`src/rtl/cpu_press_gen.sv`:
```
`default_nettype none
// ============================================================================
//  Module   : cpu_press_gen
//  Purpose  : Computer-player press source for Tug-of-War. A free-running
//             10-bit LFSR is sampled on a prescaled tick and compared against
//             the switch threshold; a win emits a one-cycle press followed by
//             a cooldown measured in ticks.
//  Options  : define PRESS_CNT_EN to add the saturating press_cnt output.
//  Revision : 1.0  initial release
// ============================================================================
module cpu_press_gen #(
    parameter int               WIDTH    = 10,
    parameter int               TICK_DIV = 16,
    parameter int               COOLDOWN = 4,
    parameter logic [WIDTH-1:0] SEED     = 10'd1
) (
    input  logic             clk,
    input  logic             reset_n,
    input  logic             enable,
    input  logic [WIDTH-1:0] threshold,
    output logic             press,
    output logic [WIDTH-1:0] rand_val,
    output logic             busy
`ifdef PRESS_CNT_EN
    ,
    output logic [7:0]       press_cnt
`endif
);

    localparam int c_PW = $clog2(TICK_DIV);
    localparam int c_CW = $clog2(COOLDOWN + 1);

    localparam logic [1:0] c_ARMED = 2'd0;
    localparam logic [1:0] c_PRESS = 2'd1;
    localparam logic [1:0] c_COOL  = 2'd2;

    logic [c_PW-1:0]  r_presc;
    logic [WIDTH-1:0] r_lfsr;
    logic [1:0]       r_state;
    logic [c_CW-1:0]  r_cool;
    logic             r_press;

    logic             w_tick;
    logic             w_fire;
    logic             w_fb;

    assign w_tick = enable && (r_presc == c_PW'(TICK_DIV - 1));
    // Compare uses the LFSR value present before this tick advances it.
    assign w_fire = w_tick && (r_state == c_ARMED) && (threshold > r_lfsr);
    assign w_fb   = r_lfsr[WIDTH-1] ^ r_lfsr[6];

    assign press    = r_press;
    assign rand_val = r_lfsr;
    assign busy     = (r_state == c_COOL);

    always_ff @(posedge clk or negedge reset_n) begin
        if (!reset_n) begin
            r_presc <= '0;
        end else if (!enable || w_tick) begin
            r_presc <= '0;
        end else begin
            r_presc <= r_presc + c_PW'(1);
        end
    end

    // The all-zero lockup state is self-healing rather than relying on reset.
    always_ff @(posedge clk or negedge reset_n) begin
        if (!reset_n) begin
            r_lfsr <= SEED;
        end else if (r_lfsr == '0) begin
            r_lfsr <= SEED;
        end else if (w_tick) begin
            r_lfsr <= {r_lfsr[WIDTH-2:0], w_fb};
        end
    end

    always_ff @(posedge clk or negedge reset_n) begin
        if (!reset_n) begin
            r_state <= c_ARMED;
            r_cool  <= '0;
            r_press <= 1'b0;
        end else begin
            r_press <= 1'b0;
            case (r_state)
                c_ARMED: begin
                    if (w_fire) begin
                        r_press <= 1'b1;
                        r_state <= c_PRESS;
                        r_cool  <= c_CW'(COOLDOWN);
                    end
                end
                c_PRESS: begin
                    // A tick landing on the entry cycle already counts down.
                    if (w_tick && (r_cool == c_CW'(1))) begin
                        r_state <= c_ARMED;
                    end else begin
                        r_state <= c_COOL;
                        if (w_tick) begin
                            r_cool <= r_cool - c_CW'(1);
                        end
                    end
                end
                c_COOL: begin
                    if (w_tick) begin
                        if (r_cool == c_CW'(1)) begin
                            r_state <= c_ARMED;
                        end else begin
                            r_cool <= r_cool - c_CW'(1);
                        end
                    end
                end
                default: begin
                    r_state <= c_ARMED;
                end
            endcase
        end
    end

`ifdef PRESS_CNT_EN
    logic [7:0] r_pcnt;

    always_ff @(posedge clk or negedge reset_n) begin
        if (!reset_n) begin
            r_pcnt <= 8'd0;
        end else if (w_fire && (r_pcnt != 8'hFF)) begin
            r_pcnt <= r_pcnt + 8'd1;
        end
    end

    assign press_cnt = r_pcnt;
`endif

endmodule
`default_nettype wire

```
`config.mk`:
```
export PLATFORM = sky130hd
export DESIGN_NAME = cpu_press_gen
export DESIGN_NICKNAME = d
export VERILOG_FILES = /design/src/rtl/cpu_press_gen.sv
export SDC_FILE = /design/constraint.sdc
export NUM_CORES = 1
export LEC_CHECK = 0
export CAP_MARGIN = 20
export CORE_UTILIZATION = 26
export DETAILED_ROUTE_END_ITERATION = 7
export GPL_ROUTABILITY_DRIVEN = 0
export SETUP_SLACK_MARGIN = 0.2
export SLEW_MARGIN = 20
export SYNTH_ARGS = -nofsm -noshare
export SYNTH_HDL_FRONTEND = slang
export SYNTH_SLANG_ARGS = --single-unit
```
`constraint.sdc`:
```
create_clock -name clk -period 2.8 [get_ports clk]
set_clock_uncertainty 0.15 [all_clocks]
set_input_delay 0.56 -clock clk [delete_from_list [all_inputs] [get_ports clk]]
set_output_delay 0.56 -clock clk [all_outputs]
set_load 0.01 [all_outputs]
```
== Yosys cells after proc, flatten, opt, wreduce, memory -nomap -nowiden ==
Cells that the tools add are included.

* Output and inout port bits: 12
* Input port bits: 13
* Word-level logic and storage cells: 47
* Bits in registers: 20

* $add $sub $neg: 2
* Mux-type cells: 16
* Equality and inequality tests: 10
* $lt $le $gt $ge: 1
* Reduce and logical (&&, ||, !) cells: 12
* Bitwise logic cells: 1

{| class="wikitable"
|+ Operators with widths
! kind !! number
|-
| 10-bit two-way mux || 2
|-
| 3-bit two-way mux || 5
|-
| 10-bit > comparator || 1
|-
| 10-bit logical NOT || 1
|-
| 3-bit one-hot mux with 3 select lines || 1
|-
| 2-bit two-way mux || 4
|-
| 2-bit != test, second input constant || 4
|-
| 2-bit one-hot mux with 3 select lines || 1
|-
| 6-bit AND reduction || 1
|-
| 4-bit by 1-bit adder with 4-bit output, second input constant || 1
|-
| 4-bit equality test, second input constant || 1
|-
| 1-bit logical AND || 4
|-
| 4-bit two-way mux || 1
|-
| 2-bit by 1-bit != test with 1-bit output, second input constant || 2
|-
| 3-bit by 1-bit equality test with 1-bit output, second input constant || 1
|-
| 3-bit AND reduction || 1
|-
| 3-bit nonzero test || 1
|-
| 3-bit by 1-bit subtractor with 3-bit output, second input constant || 1
|-
| 2-bit by 1-bit equality test with 1-bit output, second input constant || 1
|-
| 2-bit equality test, second input constant || 1
|-
| 2-bit logical NOT || 1
|-
| 1-bit two-way mux || 2
|-
| 2-bit nonzero test || 1
|-
| 1-bit logical NOT || 1
|-
| other kinds (2) || 2
|}

== Longest topological paths before layout ==
Gate-level depths: netlist (run 1).

* Depth after elaboration: 6
* Mapped depth: 7
* Gate-level depth less buffers: 7

== Worst setup path before layout (run 1) ==
Ideal clock, no wire load.

* Path kind: input-to-reg
* Start point: in threshold[7]
* End point: reg r_cool[2]
* Setup slack: 0.650 ns
* Data arrival time: 1.913 ns
* Cell stages on the path: 6
* Path buffers: 0
* Cell sequence: ha_1 > a211oi_2 > nor2_1 > a2111o_1 > and3_4 > a211oi_2

* Cells in the longest elaborated chain, start to end: 4

{| class="wikitable"
|+ Ends and longest elaborated chain
! what !! line !! source
|-
| start: declaration || 20 || <nowiki>input logic [WIDTH-1:0] threshold,</nowiki>
|-
| 10-bit > comparator || 49 || <nowiki>assign w_fire = w_tick && (r_state == c_ARMED) && (threshold > r_lfsr);</nowiki>
|-
| 1-bit logical AND || 49 ||
|-
| 2-bit != test (no source line) || - ||
|-
| 6-bit AND reduction (no source line) || - ||
|-
| end signal: assignment || 89 || <nowiki>r_cool <= c_CW'(COOLDOWN);</nowiki>
|-
| end signal: assignment || 99 || <nowiki>r_cool <= r_cool - c_CW'(1);</nowiki>
|-
| end signal: assignment || 108 || <nowiki>r_cool <= r_cool - c_CW'(1);</nowiki>
|-
| end: declaration || 40 || <nowiki>logic [c_CW-1:0] r_cool;</nowiki>
|}

Every way passes these cells.
A chain may end at the register's enable or synchronous reset.

== Worst setup path in the final report (run 1) ==
* Start point: in threshold[5]
* End point: reg r_cool[2]

The elaborated chain is that of the path after synthesis.

==> results.md, run 1 <==
- Delay-heaviest family, CP: compound AO/OA/AOI/OAI gates
- Max-slew headroom: 0.643
- Fin nets: between 150 and 200
- Worst path max stage delay: a little under 0.5 ns
- FF+latch count, synth: 20
- Share of cells above drive strength 1: 0.101
- Syn Area/Cell: a little under 10 µm²
- Worst hold endpoint: r_presc[0]
- Grt ovf: 0
- Core Box Area: between 0.004 and 0.005 mm²
- CTS clk-pin slew, worst paths: 0.08 ns
- Adder-Cell Fraction of Synth Area: 0.169
- Critical-path cell with the highest stage delay: a2111o_1
- Hold Path Cell Cnt: 1
- Area Overhead vs Synth: 28.9%
- Asr flop ratio synth: 1.00
- Via count: a little under 1000
- Hpwl dp: around 1900 µm
- Synth area leader: dfrtp_1
- CTS Hold Bufs: 0
- Number of global-route vias before repair: 969
- Critical path class: in2reg
- Syn nets: 160
- Setup Fix Bufs, Post-CTS: 0
- Distinct cells, synth: 39
- Crit path max fanout: 4
- Final hold violation count: 0
- Mux cell area share after synthesis: 0.0159
- Initial core utilization: 0.280
- Critical Path Start Type: input port
- TritonCTS clock tree: yes
- Max Cap Viol: 0
- TritonRoute pass-1 iters: 4
- H-tree levels: 1
- Routed vias/inst: around 4.7
- Final Max Slew Viols: 0
- RSZ-0062 raised after global routing: no
- Worst path required time: 2.83 ns
- Commonest cells after routing, fill and taps aside: 24 x clkdlybuf4s50_1, 19 x dfrtp_1, 17 x ha_1
- Synth Area in Compound Gates: 0.155
- WL per Instance: about 12 µm
- ANT cells: 0
- I/O pin count: 25
- Hold Path Class: reg2reg
- Post-Synth XOR/XNOR Area: 0.0139
- Root Buffer: clkbuf_8
- Most common cell after layout, fill and taps aside: clkdlybuf4s50_1
- Crit end category: register
- Measured slew at the worst slew-check pin: about 0.52 ns
- Post_cts resized: 0
- Hold path start: r_presc[0]
- Fin crit period: roughly 2.4 ns
- Syn Std Cell Area: between 0.001 and 0.0015 mm²
- WP data arrival: 2.45 ns
- Synth Area in Simple Gates: 0.195
- Period utilization: 0.864
- Synth warn: 0
- Filler cell count in the final layout: 485
- CTS Sinks: 20
- Total power: roughly 570 µW
- Initial antenna violation count: 0
- Die ar.: between 0.005 and 0.006 mm²
- CP Buf/Inv Count: 1
- Most used DFF post-synth: dfrtp_1
- Sequential share of the synthesized area: 0.398
- Share of the synthesized area in the top cell type: 0.377
- Gr usage total: 0.111
- FF-to-FF path depth: 7
- CP Cell Sequence: clkdlybuf4s50_1 -> ha_1 -> a21oi_1 -> o21ai_1 -> a2111o_1 -> and3_4 -> a211oi_2
- IO Port Bufs: 24
- Post-synth EDFFs: 0
- Pleak: roughly 0.76 nW
- Synth area leaders: dfrtp_1 38%, ha_1 17%, nand2_1 4.8%
- Width of the die: roughly 72 µm
- Setup TNS: 0 ns
- Number of CTS-inserted buffers: 3
- Worst flop-to-flop path endpoint: r_cool[2]
- Routed Antenna Nets: 0
- Largest net degree at the start of global routing: 21
- Bufs on Longest Clock Path: 2
- Global-route wire length before repair: ~4400 µm
- Worst skew pair latency: between 0.2 and 0.3 ns
- Detailed Route WL: 2530 µm
- DRC Markers: 0
- Max Freq: 413 MHz
- R2r setup slk: roughly 0.64 ns
- Max VDD drop: about 0.00019 V
- Status: complete, no violations
- Synthesized instance count: 130
- Site Rows: 24
- Largest family of logic cells by synthesized area: simple AND/OR/NAND/NOR gates
- PwrDens: about 350 mW/mm²
- Die Y: between 70 and 80 µm
- Reg2reg start: rand_val[5]
- DR iter-0 viols: 40
- Final setup violation count: 0
==> per-layer routing <==
metal / wire, µm / global-route usage / part of all wire / vias up
met5: 0 / 0 / 0 / -
li1: - / - / - / 516
met1: 1310 / 0.150 / 0.52 / 453
met4: 21 / 0.0327 / 0.0083 / 0
met2: 1050 / 0.171 / 0.42 / 23
met3: 145 / 0.0338 / 0.057 / 2
==> final cells by class <==
cell class / instances / area, µm² / share of cell area
multi-input combinational: 93 / 692 / 0.426
timing repair buffer: 26 / 255 / 0.157
tap: 52 / 65.1 / 0.0400
sequential: 20 / 502 / 0.309
clock buffer: 4 / 55.1 / 0.0339
inverter: 15 / 56.3 / 0.0346
==> worst max-delay path by stage <==
stage / slack (ns) / to / depth (start not counted) / from
after floorplan: 0.65 / r_cool[2] / 6 / threshold[7]
after global placement: 0.12 / r_cool[2] / 7 / threshold[5]
after detailed placement: 0.10 / r_cool[2] / 7 / threshold[5]
after CTS: 0.38 / r_cool[2] / 7 / threshold[5]
after global routing: 0.23 / r_cool[2] / 7 / threshold[5]
final: 0.38 / r_cool[2] / 7 / threshold[5]
==> where the power goes <==
| group | leakage [nW] | total [mW] | switching [mW] | internal, mW |
|---|---|---|---|---|
| sequential | 0.226 | 0.296 | 0.00400 | 0.292 |
| clock | 0.0288 | 0.225 | 0.0994 | 0.125 |
| combinational | 0.501 | 0.0479 | 0.0214 | 0.0265 |
| total | 0.756 | 0.569 | 0.125 | 0.444 |
==> state kept, by name, indices dropped and copies added, names as in the netlist <==
signal / cells
press: 1
r_state: 2
rand_val: 10
r_cool: 3
r_presc: 4
==> cell usage after synthesis (all sizes together), types with 2 or more instances <==
| library cell | number |
|---|---|
| and4 | 2 |
| nand2 | 16 |
| nand3 | 2 |
| ha | 17 |
| a31oi | 2 |
| inv | 15 |
| nand2b | 4 |
| a211oi | 3 |
| nor4 | 2 |
| nor2 | 5 |
| mux2i | 2 |
| o21ai | 11 |
| and3 | 4 |
| nand4 | 4 |
| dfrtp | 19 |
| and2 | 2 |
| a21oi | 4 |
==> through the flow <==
| stage | cell area (µm²) | std cells | utilization | hold slack, ns | setup WS, ns |
|---|---|---|---|---|---|
| 6_report | 1630 | 210 | 0.361 | 0.338 | 0.382 |
| 3_3_place_gp | 1570 | 206 | 0.349 | 0.315 | 0.122 |
| 5_1_grt | 1630 | 210 | 0.361 | 0.353 | 0.232 |
| 4_1_cts | 1630 | 210 | 0.361 | 0.330 | 0.376 |
| 2_1_floorplan | 1260 | 130 | - | 0.114 | 0.650 |
| 3_5_place_dp | 1570 | 206 | 0.349 | 0.319 | 0.101 |
==> cell families (layout without fill, tap and decap cells) <==
logic type | count (synthesis) | count (layout)
and+or+nand+nor | 45 | 45
AOI/OAI and AO/OA | 27 | 27
DFF | 20 | 20
adders and majority gates | 17 | 17
buffers and inverters | 17 | 45
xor gates and xnor gates | 2 | 2
muxes | 2 | 2
No activity file was read; power rests on OpenSTA's default activity.
==> inputs of run 2 (changes only) <==
GPL_TIMING_DRIVEN = 0   (was not set)
==> run 2 against run 1 <==
  * Worst hold slack improved by 0.0029 ns
  * Sequential share of layout area decreased by 0.44 points
  * First-iteration DRC count rose by 20%
  * Largest power group unchanged
  * Non-clock buffer count rose by 1
  * Sequential power about the same
==> results.md, run 2 (same netlist as run 1, synthesis figures left out) <==
- Status: complete, no violations
- Core Box Area: 0.00450 mm²
- Via count: ~1000
- Gr usage total: 0.111
- GR Util met3: 0.0338
- Clk network pwr share: 0.460
- Fin crit period: between 2 and 2.5 ns
- Net load switching power: roughly 130 µW
- Die Y: approximately 72 µm
- Commonest cells after routing, fill and taps aside: 24 x clkdlybuf4s50_1, 19 x dfrtp_1, 17 x ha_1
- Pleak: 0.765 nW
- Critical path class: in2reg
- Worst path max stage delay: between 0.5 and 0.6 ns
- Grt ovf: 0
- PwrDens: about 390 mW/mm²
- Routed vias/inst: between 4 and 5
- Site Rows: 24
- H-tree levels: 1
- TritonRoute pass-1 iters: 4
- Final hold violation count: 0
- Met1 Usage GRT: 0.149
- CP Cell Sequence: clkdlybuf4s50_1 -> ha_1 -> a211oi_2 -> nor2_1 -> a2111oi_0 -> nor3_1 -> o22a_1
- IO Port Bufs: 24
- DRC Markers: 0
- Detailed Route WL: approximately 2600 µm
- Critical Path Start Type: input port
- Area Overhead vs Synth: 30.8%
- Design area: 0.00165 mm²
- Worst skew pair latency: 0.26 ns
- WL per Instance: 12.3 µm
- Number of global-route vias before repair: 1030
- Measured slew at the worst slew-check pin: between 0.6 and 0.7 ns
- Max-slew headroom: 0.587
- Multi-input logic area: just under 700 µm²
- Die ar.: slightly above 0.005 mm²
- GRT met2 Usage: 0.170
- Post_cts resized: 0
- TritonCTS clock tree: yes
- Hpwl dp: roughly 1900 µm
- ANT cells: 0
- I/O pin count: 25
- Max Freq: between 400 and 500 MHz
- Register Area: approximately 500 µm²
- Bufs on Longest Clock Path: 2
- Critical-path cell with the highest stage delay: a2111oi_0
- Crit end category: register
- Setup TNS: 0 ns
- Worst path required time: between 2 and 3 ns
- Grt peak-use layer: met2
- Flop pwr share: 0.464
- RSZ-0062 raised after global routing: no
- Largest net degree at the start of global routing: 21
- WP data arrival: roughly 2.5 ns
- Initial antenna violation count: 0
- Filler cell count in the final layout: between 400 and 500
- Final Max Slew Viols: 0
- Max Cap Viol: 0
- CTS Hold Bufs: 0
- Combinational fraction of design power: 0.076
- Number of CTS-inserted buffers: 3
- CTS Sinks: 20
- Global-route wire length before repair: approximately 4500 µm
- Pint: between 500 and 600 µW
- DR iter-0 viols: between 40 and 50
- Routed Antenna Nets: 0
- Root Buffer: clkbuf_8
- Hold Path Class: reg2reg
- Sw Share: 0.201
- Max VDD drop: 0.000272 V
- Largest register FFs: 10
- Final setup violation count: 0
- Initial core utilization: 0.280
- Crit path max fanout: 3
- Share of cells above drive strength 1: 0.101
- Most common cell after layout, fill and taps aside: clkdlybuf4s50_1
- Period utilization: 0.879
- Fin nets: 190
- Width of the die: slightly above 70 µm
- CTS clk-pin slew, worst paths: around 0.080 ns
- Post-DP Area: 0.00157 mm²
- Setup Fix Bufs, Post-CTS: 0
[run 2: cell count changes in the layout (fill, tap and decap cells not counted)]
cell and delta:
clkbuf_1 +1, clkbuf_8 -1, buf_6 +1, bufinv_16 +1, buf_4 -1
[run 2: worst max-delay path, delay by kind of cell]
kind            cells  cell delay, ns
simple gates        2            0.19
buf+inv             1            0.40
compound gates      3            0.97
fa+ha+maj           1            0.34
[run 2: worst paths after layout]
check	cells after the start	slack (ns)	from	to
max reg2reg	7	0.60	rand_val[7]	r_state[0]
min	1	0.34	r_presc[0]	r_presc[0]
max in group asynchronous	2	1.53	reset_n	rand_val[1]
min in group asynchronous	1	0.49	reset_n	rand_val[9]
max	7	0.34	threshold[7]	r_state[0]
min reg2reg	1	0.34	r_presc[0]	r_presc[0]
[run 2: power by group through the flow]
stage	Clock (mW)	Sequential (mW)	Combinational, mW
floorplan	0	0.301	0.0188
global placement	0	0.302	0.0478
detailed placement	0	0.302	0.0479
CTS	0.298	0.296	0.0483
global route	0.313	0.297	0.0556
finish	0.293	0.296	0.0487
[run 2: area by class of cell]
cell class | count | share of cell area
clock buffers | 3 | 0.0250
well taps | 52 | 0.0395
repair buffers | 25 | 0.153
plain buffers | 2 | 0.00683
flip-flops and latches | 20 | 0.304
clock inverters | 1 | 0.0182
inverters | 15 | 0.0341
multi-input cells | 93 | 0.420
[run 2: metrics by stage]
| stage | std cells | hold slack [ns] | setup WS [ns] | utilization | total power [mW] |
|---|---|---|---|---|---|
| finish | 211 | 0.341 | 0.339 | 0.366 | 0.638 |
| global route | 211 | 0.403 | 0.205 | 0.366 | 0.666 |
| CTS | 210 | 0.339 | 0.332 | 0.364 | 0.643 |
| detailed placement | 206 | 0.327 | 0.0598 | 0.348 | 0.350 |
| global placement | 206 | 0.321 | 0.0699 | 0.348 | 0.350 |
| floorplan | 130 | 0.114 | 0.650 | - | 0.320 |
[run 2: layer usage]
metal | share of wire | routed length (µm)
met2 | 0.43 | 1110
met3 | 0.041 | 106
met4 | 0.012 | 32
met1 | 0.52 | 1330
met5 | 0 | 0
